File: src/rtl/exp_weight_pkg.sv
`default_nettype none
// ============================================================================
//  Module      : exp_weight_pkg
//  Description : Shared constants for the 2*exp(-x) shift-add weighting and
//                its inverse search: x range, fractional width, per-x
//                coefficient bitmasks and the search FSM state encoding.
//  Revision    : 1.0  initial release
// ============================================================================
package exp_weight_pkg;

    localparam int EXP_X_MAX  = 10;
    localparam int EXP_FRAC_W = 15;

    // Bit i set means the term (pixel >> (i+1)) contributes to w(x).
    // x=0 is a plain left shift by one and is handled outside the table.
    localparam logic [EXP_FRAC_W-1:0] EXP_COEF [0:EXP_X_MAX] = '{
        15'h0000,   // x=0  : <<1 (special case)
        15'h3A3D,   // x=1  : >>1,3,4,5,6,10,12,13,14
        15'h62A2,   // x=2  : >>2,6,8,10,14,15
        15'h7E98,   // x=3  : >>4,5,8,10..15
        15'h5910,   // x=4  : >>5,9,12,13,15
        15'h2EC0,   // x=5  : >>7,8,10,11,12,14
        15'h6280,   // x=6  : >>8,10,14,15
        15'h2E00,   // x=7  : >>10,11,12,14
        15'h6400,   // x=8  : >>11,14,15
        15'h3000,   // x=9  : >>13,14
        15'h6000    // x=10 : >>14,15
    };

    typedef logic [1:0] exp_state_t;
    localparam exp_state_t ST_IDLE   = 2'd0;
    localparam exp_state_t ST_SEARCH = 2'd1;
    localparam exp_state_t ST_DONE   = 2'd2;

endpackage
`default_nettype wire

File: src/rtl/exp_weight_shift_add.sv
`default_nettype none
// ============================================================================
//  Module      : exp_weight_shift_add
//  Description : Combinational w(x) = 2*exp(-x)*pixel via truncated
//                shift-add terms; result truncated to DATA_W bits.
//  Revision    : 1.0  initial release
// ============================================================================
module exp_weight_shift_add
    import exp_weight_pkg::*;
#(
    parameter int DATA_W = 10,
    parameter int X_W    = 4
) (
    input  logic [DATA_W-1:0] image_data,
    input  logic [X_W-1:0]    x,
    output logic [DATA_W-1:0] w
);

    logic [EXP_FRAC_W-1:0] w_coef;
    logic [DATA_W:0]       w_acc;

    // Sum every selected term, each truncated by its own shift before adding.
    always_comb begin
        w_coef = (x <= X_W'(EXP_X_MAX)) ? EXP_COEF[x] : '0;
        w_acc  = '0;
        if (x == '0) begin
            w_acc = {image_data, 1'b0};
        end else begin
            for (int i = 0; i < EXP_FRAC_W; i++) begin
                if (w_coef[i]) begin
                    w_acc = w_acc + {1'b0, (image_data >> (i + 1))};
                end
            end
        end
        w = w_acc[DATA_W-1:0];
    end

endmodule
`default_nettype wire

File: src/rtl/exp_inv_search.sv
`default_nettype none
// ============================================================================
//  Module      : exp_inv_search
//  Description : Sequential inverse of the exp weighting: finds the smallest
//                x in 0..10 with w(x) <= weight_data, one candidate per clock.
//                Compile option EXP_INV_EARLY_EXIT_EN: stop at first match;
//                otherwise all 11 candidates are scanned (fixed latency).
//  Revision    : 1.0  initial release
// ============================================================================
module exp_inv_search
    import exp_weight_pkg::*;
#(
    parameter int DATA_W = 10,
    parameter int X_W    = 4
) (
    input  logic              clk,
    input  logic              rst,
    input  logic              in_valid,
    output logic              in_ready,
    input  logic [DATA_W-1:0] image_data,
    input  logic [DATA_W-1:0] weight_data,
    output logic              out_valid,
    input  logic              out_ready,
    output logic [X_W-1:0]    x_out,
    output logic [DATA_W-1:0] w_out
);

    exp_state_t        r_state;
    exp_state_t        w_next_state;
    logic [X_W-1:0]    r_x_cnt;
    logic [DATA_W-1:0] r_image;
    logic [DATA_W-1:0] r_weight;
    logic [X_W-1:0]    r_x_res;
    logic [DATA_W-1:0] r_w_res;
    logic              r_found;
    logic [DATA_W-1:0] w_cand_w;
    logic              w_match;
    logic              w_last;
    logic              w_take;
    logic              w_accept;

    exp_weight_shift_add #(
        .DATA_W (DATA_W),
        .X_W    (X_W)
    ) u_weight (
        .image_data (r_image),
        .x          (r_x_cnt),
        .w          (w_cand_w)
    );

    assign w_accept = in_valid && (r_state == ST_IDLE);
    assign w_match  = (w_cand_w <= r_weight);
    assign w_last   = (r_x_cnt == X_W'(EXP_X_MAX));
    // Last candidate is taken unconditionally so a result always exists.
    assign w_take   = !r_found && (w_match || w_last);

    // State register.
    always_ff @(posedge clk) begin
        if (rst) begin
            r_state <= ST_IDLE;
        end else begin
            r_state <= w_next_state;
        end
    end

    // Next-state logic.
    always_comb begin
        w_next_state = r_state;
        case (r_state)
            ST_IDLE: begin
                if (in_valid) begin
                    w_next_state = ST_SEARCH;
                end
            end
            ST_SEARCH: begin
`ifdef EXP_INV_EARLY_EXIT_EN
                if (w_take || w_last) begin
                    w_next_state = ST_DONE;
                end
`else
                if (w_last) begin
                    w_next_state = ST_DONE;
                end
`endif
            end
            ST_DONE: begin
                if (out_ready) begin
                    w_next_state = ST_IDLE;
                end
            end
            default: w_next_state = ST_IDLE;
        endcase
    end

    // Handshake outputs decoded from state.
    always_comb begin
        in_ready  = (r_state == ST_IDLE);
        out_valid = (r_state == ST_DONE);
    end

    // Input latches, candidate counter and first-match result capture.
    always_ff @(posedge clk) begin
        if (rst) begin
            r_x_cnt  <= '0;
            r_image  <= '0;
            r_weight <= '0;
            r_x_res  <= '0;
            r_w_res  <= '0;
            r_found  <= 1'b0;
        end else if (w_accept) begin
            r_x_cnt  <= '0;
            r_image  <= image_data;
            r_weight <= weight_data;
            r_found  <= 1'b0;
        end else if (r_state == ST_SEARCH) begin
            if (w_take) begin
                r_x_res <= r_x_cnt;
                r_w_res <= w_cand_w;
                r_found <= 1'b1;
            end
            if (!w_last) begin
                r_x_cnt <= r_x_cnt + 1'b1;
            end
        end
    end

    assign x_out = r_x_res;
    assign w_out = r_w_res;

endmodule
`default_nettype wire

File: config.mk
export PLATFORM = sky130hd
export DESIGN_NAME = exp_inv_search
export DESIGN_NICKNAME = d
export VERILOG_FILES = /design/src/rtl/exp_weight_pkg.sv /design/src/rtl/exp_weight_shift_add.sv /design/src/rtl/exp_inv_search.sv
export SDC_FILE = /design/constraint.sdc
export NUM_CORES = 1
export LEC_CHECK = 0
export CAP_MARGIN = 40
export CORE_MARGIN = 2
export CORE_UTILIZATION = 55
export DETAILED_ROUTE_END_ITERATION = 16
export MAX_ROUTING_LAYER = met4
export PLACE_DENSITY = 0.85
export RECOVER_POWER = 25
export SLEW_MARGIN = 20
export SYNTH_ARGS = -nofsm -noshare
export SYNTH_HDL_FRONTEND = slang
export SYNTH_SLANG_ARGS = --single-unit
File: constraint.sdc
create_clock -name clk -period 13.07 [get_ports clk]
set_clock_uncertainty 0.05 [all_clocks]
set_input_delay 2.614 -clock clk [delete_from_list [all_inputs] [get_ports clk]]
set_output_delay 2.614 -clock clk [all_outputs]
set_load 0.02 [all_outputs]
==> reports/qor.yml, run 1 <==
outcome: "finished with violations"
violations: "max-capacitance violations, max-slew violations"
synthArstFlopShare_pct: 0
first_pass_iters: 5
synthDistinctLibCells: 79
core-area_sq_um: 8300
die-height_um: 97.2
clock_latency_ps: 290
ys_seq_elements: 41
placed_area_sq_um: 5200
crit_slowest_cell: "fa_1"
grtUsageTotal_pct: 28.3
slew_violations: 42
antenna_found_initial: 0
postRouteAntennaNets: 0
synthFlopType: "dfxtp_1"
multi_input_area_sq_um: 3700
met2_length_mm: 6.24
finalCritPeriodShare_pct: 78.9
fin_nets: 745
synth.most_common_cell: "nand2_1"
hold_viol_final: 0
clock_sinks: 41
holdWs_ps: 407
arrival_ps: 10470
gp_congestion: 0.963
yosys.area.top_type: "dfxtp_1"
fillers: 693
ir_drop_mv: 0.0973
maxCapViolations: 1
row_count: 33
clockRootBuffer: "clkbuf_8"
start_kind: "flop"
drtIter0Drc: 299
grt_max_degree: 42
top_layer: "met4"
cellPowerDensity_nw_per_um2: 67.8
fmax_mhz: 97.0
slew_headroom_pct: -13.0
start_util_pct: 57.5
synthTopCellsByCount: "nand2_1, nor2_1, a21oi_1, ha_1, dfxtp_1"
cts_tree: "built"
path_class: "reg -> reg"
wl_met3_um: 934
n_antenna_cell: 0
clockBufferDepth: 2
cpPeakStageDelay_ps: 550
die_w_um: 97.2
finalPower_mw: 0.360
min_period_ps: 10310
ios: 40
crit_top_cell: "ha_1"
synth-seq-area-share_pct: 17.2
grt-ovfl-total: 0
fin_setup_tns_ps: 0
netlist_area_sq_um: 4770
syn_avg_cell_area_sq_um: 7.45
drcViolationCount: 0
post-route-util_pct: 64.1
tightest_slew_ps: 1700
m1WireLength_mm: 5.48
routed_wl_mm: 13.2
regArea_sq_um: 821
crit_path_max_fanout: 26
hold_path_class: "reg -> reg"
h-tree-depth: 2
dp.final_hpwl_mm: 10.0
synth_edf_count: 0
grt_first_pass_wirelength_mm: 21.9
vias: 4797
syn_nets: 721
finalSetupViolCount: 0
ctsResizeCount: 0
rsz0062_at_grt: "false"
end_kind: "flop"
via_per_inst: 6.22
cts-buffers-inserted: 5
grt_pass1_vias: 4706
avgRoutedWirePerCell_um: 17.2
dieArea_sq_um: 9440
yosysTopAreaCellShare_pct: 17.2
synthCells: 641
final_area_sq_um: 5320
postCtsHoldBufs: 0
drive_gt1_share_pct: 5.86
io_buffer_count: 39
yosys_warnings: 0
leakage_nw: 2.25
synthTopCellsByArea: "dfxtp_1, ha_1, nand2_1, a21oi_1, nor2_1"
cp.required_ps: 13220
area_growth_pct: 11.4
post_cts_buffers: 0
clk_pin_slew_ps: 80
## worst max-delay path, delay by kind of cell, from the launching register on
family	cells	cell delay [ps]
adder cells (fa/ha/maj)	9	3480
AO/OA/AOI/OAI	15	3260
AND/OR/NAND/NOR	9	1380
buffers and inverters	6	940
flip-flops	1	510
XOR/XNOR	2	310
multiplexers	1	280
## final cells by class
type / count / share of cell area [%]
Sequential cell: 41 / 15.4
Clock buffer: 7 / 1.43
Tap cell: 105 / 2.47
Timing Repair Buffer: 45 / 8.40
Multi-Input combinational cell: 536 / 69.6
Clock inverter: 1 / 0.141
Inverter: 36 / 2.54
## path summary, 6_finish.rpt
| path | startpoint | endpoint | slack (ps) | cells after the start |
|---|---|---|---|---|
| hold reg to reg | r_weight[1]$_SDFFE_PP0P_ | r_weight[1]$_SDFFE_PP0P_ | 410 | 2 |
| setup / recovery | r_x_cnt[0]$_SDFFE_PP0P_ | w_out[9]$_SDFFE_PP0P_ | 2760 | 42 |
| setup reg to reg | r_x_cnt[0]$_SDFFE_PP0P_ | w_out[9]$_SDFFE_PP0P_ | 2760 | 42 |
| hold / removal | r_weight[1]$_SDFFE_PP0P_ | r_weight[1]$_SDFFE_PP0P_ | 410 | 2 |
## registers in the layout, indices dropped and copies added, names as in the netlist
signal and cells:
r_state 2, r_weight 10, x_out 4, w_out 10
r_image 10, r_x_cnt 4, r_found 1
## per-stage QoR
stage          cells  setup slack [ps]
6_report         771              2760
5_1_grt          771              1740
4_1_cts          768              2790
3_5_place_dp     760              2790
3_3_place_gp     760              3230
2_1_floorplan    641              3590
## cell families after synthesis
| logic type | share of synthesized area, % |
|---|---|
| compound gates | 24.7 |
| simple gates | 25.1 |
| buf+inv | 5.35 |
| flops | 17.2 |
| fa+ha+maj | 15.6 |
| xor+xnor | 6.50 |
| mux | 5.45 |
## routing by layer
layer,GRT usage (%),up-vias
met2,46.6,210
met4,13.5,0
met5,-,-
met1,33.6,2212
met3,5.04,42
li1,-,2333
## cell usage in the layout, fill, tap and decap left out, types with 7 or more instances in the layout
cell type,count
nand2_1,82
nor2_1,56
a21oi_1,55
ha_1,50
dfxtp_1,41
clkdlybuf4s50_1,38
inv_1,35
o21ai_0,29
xnor2_1,22
mux2i_1,17
a21o_1,14
nor2b_1,13
and2_1,11
nand3_1,11
nor3_1,11
o21a_1,10
xor2_1,9
and3_1,9
mux2_2,7
## where the power goes
part	total, mW	internal [mW]	switching [mW]	leakage [nW]
sequential	0.145	0.133	0.0121	0.335
combinational	0.135	0.0590	0.0758	1.88
clock	0.0805	0.0378	0.0428	0.0385
No activity file was read; power rests on OpenSTA's default activity.
==> run 2, diff against run 1 <==
Clock period 13.07 ns to 9.6 ns, I/O delays scaled along.
==> run 2 against run 1 <==
Effect of this change:
- the flow still finishes with violations (max-capacitance violations, max-slew violations)
- cell count rose by 0.65%
- critical path depth fell by 3
- first-iteration DRC count rose by 5.4%
- sequential share of layout area down 0.26 points
- fmax is 12% higher
- worst setup slack got worse by 2300 ps
- register-to-register slack got worse by 2300 ps
- core utilization increased by 1.3 points
- critical path type unchanged
- largest power group unchanged
==> reports/qor.yml, run 2 (synthesis results as in run 1) <==
outcome: "finished with violations"
violations: "max-capacitance violations, max-slew violations"
cpPeakStageDelay_ps: 530
core-area_sq_um: 8300
h-tree-depth: 2
ios: 40
finalCritPeriodShare_pct: 95.6
dp_cells: 767
rsz0062_at_grt: "false"
finalSetupViolCount: 0
cts-buffers-inserted: 5
clock_latency_ps: 290
postRouteAntennaNets: 0
dieArea_sq_um: 9440
cp.required_ps: 9750
worst_r2r_endpoint: "w_out[9]$_SDFFE_PP0P_"
cts_tree: "built"
pre_cts_ws_ps: -13.0
end_kind: "flop"
start_kind: "flop"
grt_pass1_vias: 4630
vias: 4823
antenna_found_initial: 0
n_antenna_cell: 0
slew_violations: 42
grt_max_degree: 42
drcViolationCount: 0
row_count: 33
crit_slowest_cell: "fa_1"
leakage_nw: 2.30
reg2reg_slack_ps: 420
tightest_slew_ps: 1770
crit_top_cell: "fa_1"
routed_wl_mm: 13.4
path_class: "reg -> reg"
startpoint: "r_x_cnt[0]$_SDFFE_PP0P_"
avgRoutedWirePerCell_um: 17.3
die_w_um: 97.2
area_growth_pct: 13.7
clockRootBuffer: "clkbuf_8"
min_period_ps: 9180
crit_path_max_fanout: 8
cellPowerDensity_nw_per_um2: 91.4
slew_headroom_pct: -18.0
fin_nets: 752
clk_pin_slew_ps: 80
drive_gt1_share_pct: 8.79
hold_viol_final: 0
hold_path_class: "reg -> reg"
final_cell_mix: "nand2_1, nor2_1, a21oi_1, ha_1, dfxtp_1"
via_per_inst: 6.22
fin_ws_ps: 423
gp_congestion: 0.925
arrival_ps: 9330
grt-ovfl-total: 0
timing.rr.start: "r_x_cnt[0]$_SDFFE_PP0P_"
dp.final_hpwl_mm: 10.2
io_buffer_count: 39
final_common_cell: "nand2_1"
maxCapViolations: 1
die-height_um: 97.2
final_cells: 776
crit_path_end: "w_out[9]$_SDFFE_PP0P_"
r2r_cells: 39
fmax_mhz: 109
clockBufferDepth: 2
first_pass_iters: 5
grt_first_pass_wirelength_mm: 21.9
post-route-util_pct: 65.4
fin_setup_tns_ps: 0
ir_drop_mv: 0.153
clock_sinks: 41
holdWs_ps: 406
grtUsageTotal_pct: 28.3
start_util_pct: 57.5
drtIter0Drc: 315
-- run 2: what timing repair did --
item,4_1_cts,5_1_grt
pin swaps,0,2
hold buffers,0,0
setup endpoints to repair,1,15
setup buffers,0,2
endpoints found under the hold margin,0,0
gates resized for setup,1,22
-- run 2: worst min path at each step --
stage                             startpoint                  endpoint  slack (ps)  cells past startpoint
floorplan            r_image[0]$_SDFFE_PP0P_   r_image[0]$_SDFFE_PP0P_         390                      2
global placement    r_weight[5]$_SDFFE_PP0P_  r_weight[5]$_SDFFE_PP0P_         390                      2
detailed placement  r_weight[6]$_SDFFE_PP0P_  r_weight[6]$_SDFFE_PP0P_         400                      2
CTS                 r_weight[6]$_SDFFE_PP0P_  r_weight[6]$_SDFFE_PP0P_         410                      2
global route        r_weight[2]$_SDFFE_PP0P_  r_weight[2]$_SDFFE_PP0P_         430                      2
finish              r_weight[3]$_SDFFE_PP0P_  r_weight[3]$_SDFFE_PP0P_         410                      2
-- run 2: cell type report --
type / instances / area [sq um]
Multi-Input combinational cell: 536 / 3770
Fill cell: 681 / 2870
Sequential cell: 41 / 823
Timing Repair Buffer: 52 / 495
Inverter: 36 / 135
Tap cell: 105 / 131
Clock buffer: 5 / 68.8
Clock inverter: 1 / 5.00
-- run 2: stage by stage --
stage	power (mW)	instance area, sq um
CTS	0.486	5330
floorplan	0.325	4770
finish	0.496	5430
global placement	0.373	5250
detailed placement	0.382	5250
global route	0.523	5430
-- run 2: where the power goes --
part / internal (mW) / switching, mW / total (mW)
Sequential: 0.181 / 0.0134 / 0.195
Clock: 0.0479 / 0.0588 / 0.107
Combinational: 0.0841 / 0.110 / 0.195
Total: 0.313 / 0.183 / 0.496
-- run 2: critical path, delay by kind of cell, from the launching register on --
kind	cells	cell delay, ps
and+or+nand+nor	7	1120
buffers and inverters	3	260
DFF	1	420
muxes	4	970
adders and majority gates	11	4080
AOI/OAI and AO/OA	14	2150
-- run 2: routing by layer --
metal | vias up | track usage [%] | wire [um]
li1 | 2344 | - | -
met1 | 2276 | 35.7 | 6020
met2 | 175 | 47.9 | 6440
met3 | 28 | 2.88 | 694
met4 | 0 | 8.45 | 254
met5 | - | - | 0
==> RTL edit: new RTL, flow settings as in run 1 <==
Add a define of `EXP_INV_EARLY_EXIT_EN`.
--- a/src/rtl/exp_inv_search.sv
+++ b/src/rtl/exp_inv_search.sv
@@ -9,2 +9,4 @@
 // ============================================================================
+`define EXP_INV_EARLY_EXIT_EN
+
 module exp_inv_search
Behaviour: not the same (Yosys sat finds a counterexample within 4 cycles, from zero or initial values and one cycle with rst high).
==> RTL edit against run 1 <==
Largest power group is now combinational cells; power grew 24%; worst setup slack lost 0.56 ns; sequential cell count is the same; area after synthesis grew 3.9%; cell area grew 2.8%; the run still ends with max-capacitance violations, max-slew violations left; first-iteration DRC count grew 68%; sequential power grew 5%; cell count grew 4.2%; routed wire length grew 4.1%.
==> RTL edit: results (changes against run 1) <==
Run status
  – Status: complete, but fails checks
  – Violated checks: max-capacitance violations, max-slew violations

Detailed routing
  – WL per Instance: 17.17 um (about the same)
  – Vias/cell: 6.365 (+2.3%)

Placed design
  – Pre-CTS setup slack: 2.117 ns (-0.6733 ns)
  – Hpwl dp: 10,410 um (+3.9%)
  – Final Wtd Congestion: 1.008 (+4.7%)
  – Placed cell areas: 5339 sq um (+2.6%)
  – Inst Count DP: 791 (+4.1%)

Job
  – Maxcap violations: 1 (unchanged)

Power and ir drop
  – Leakage: 2.221 nW (-1.2%)
  – Maximum vdd ir drop: 106.6 uV (+9.6%)

Logic synthesis
  – Synth unique cells: 78 (-1.3%)
  – Ranking of synthesized cells by instance count: nand2_1 (91), nor2_1 (68), a21oi_1 (52)
  – Mapped Nets: 757 (+5.0%)
  – Synth top area cells: dfxtp_1 (17%), ha_1 (13%), nand2_1 (6.9%)

Layout
  – Nets: 774 (+3.9%)
  – Fraction of layout cells with a size suffix above 1: 6.043% (+0.19 points)
  – FILL cells: 734 (+5.9%)

Worst setup path
  – Crit path DAT: 11.03 ns (+0.56 ns)
  – Crit path capture: w_out[9]$_SDFFE_PP0P_
  – Crit path max fanout: 18 (-31%)
  – Slowest cell delay on critical path: 0.64 ns (+0.09 ns)
  – Slowest cell on the critical path: nor3b_4

Global route
  – Vias in the first global route: 4,921 (+4.6%)
  – GRT Overall Usage: 29.22% (+0.88 points)
  – Largest net degree at the start of global routing: 43 (+2.4%)

Timing
  – Slew Viols, Final: 43 (+2.4%)
  – Setup slack after layout: 2.194 ns (-0.5630 ns)
  – Relative slew slack: -19.81% (-6.8 points)

Min path
  – Hold Path End: r_weight[9]$_SDFFE_PP0P_
[RTL edit: layout make-up]
class	instances	area [sq um]	share of cell area, %
repair buffers	46	452.9	8.284
clock buffers	5	68.82	1.259
well taps	108	135.1	2.471
flip-flops and latches	41	820.8	15.01
inverters	36	135.1	2.471
clock inverters	3	17.52	0.3204
multi-input cells	564	3837	70.18
[RTL edit: worst register-to-register path, delay by kind of cell, from the launching register on]
family	cells	cell delay, ns
AO/OA/AOI/OAI	9	1.96
XOR/XNOR	1	0.44
multiplexers	2	0.49
buffers and inverters	3	0.35
adder cells (fa/ha/maj)	10	3.89
AND/OR/NAND/NOR	16	3.11
flip-flops	1	0.50
[RTL edit: report_power, final]
part	internal [mW]	switching [mW]
Combinational	0.0874	0.125
Sequential	0.136	0.0161
Clock	0.0369	0.0453
Total	0.260	0.187
[RTL edit: routing by layer]
metal  global-route usage [%]  vias to the layer above  wire length, um
met5                        -                        -                0
met4                    13.59                        0              584
met3                    2.908                       58              899
met2                    49.06                      195             6582
met1                    35.22                     2395             5723
li1                         -                     2463                -
[RTL edit: cell families after synthesis]
family | Yosys count | share of synthesized area (%)
simple gates | 277 | 27.38
buf+inv | 72 | 6.056
flops | 41 | 16.55
mux | 21 | 4.365
compound gates | 177 | 24.02
fa+ha+maj | 56 | 15.04
xor+xnor | 33 | 6.586
[RTL edit: stage by stage]
step / power, mW / hold WS, ns
after floorplan: 0.3036 / 0.3857
after detailed placement: 0.3583 / 0.3988
after global placement: 0.3491 / 0.3948
final: 0.4472 / 0.4107
after CTS: 0.4402 / 0.4134
after global routing: 0.4771 / 0.4409
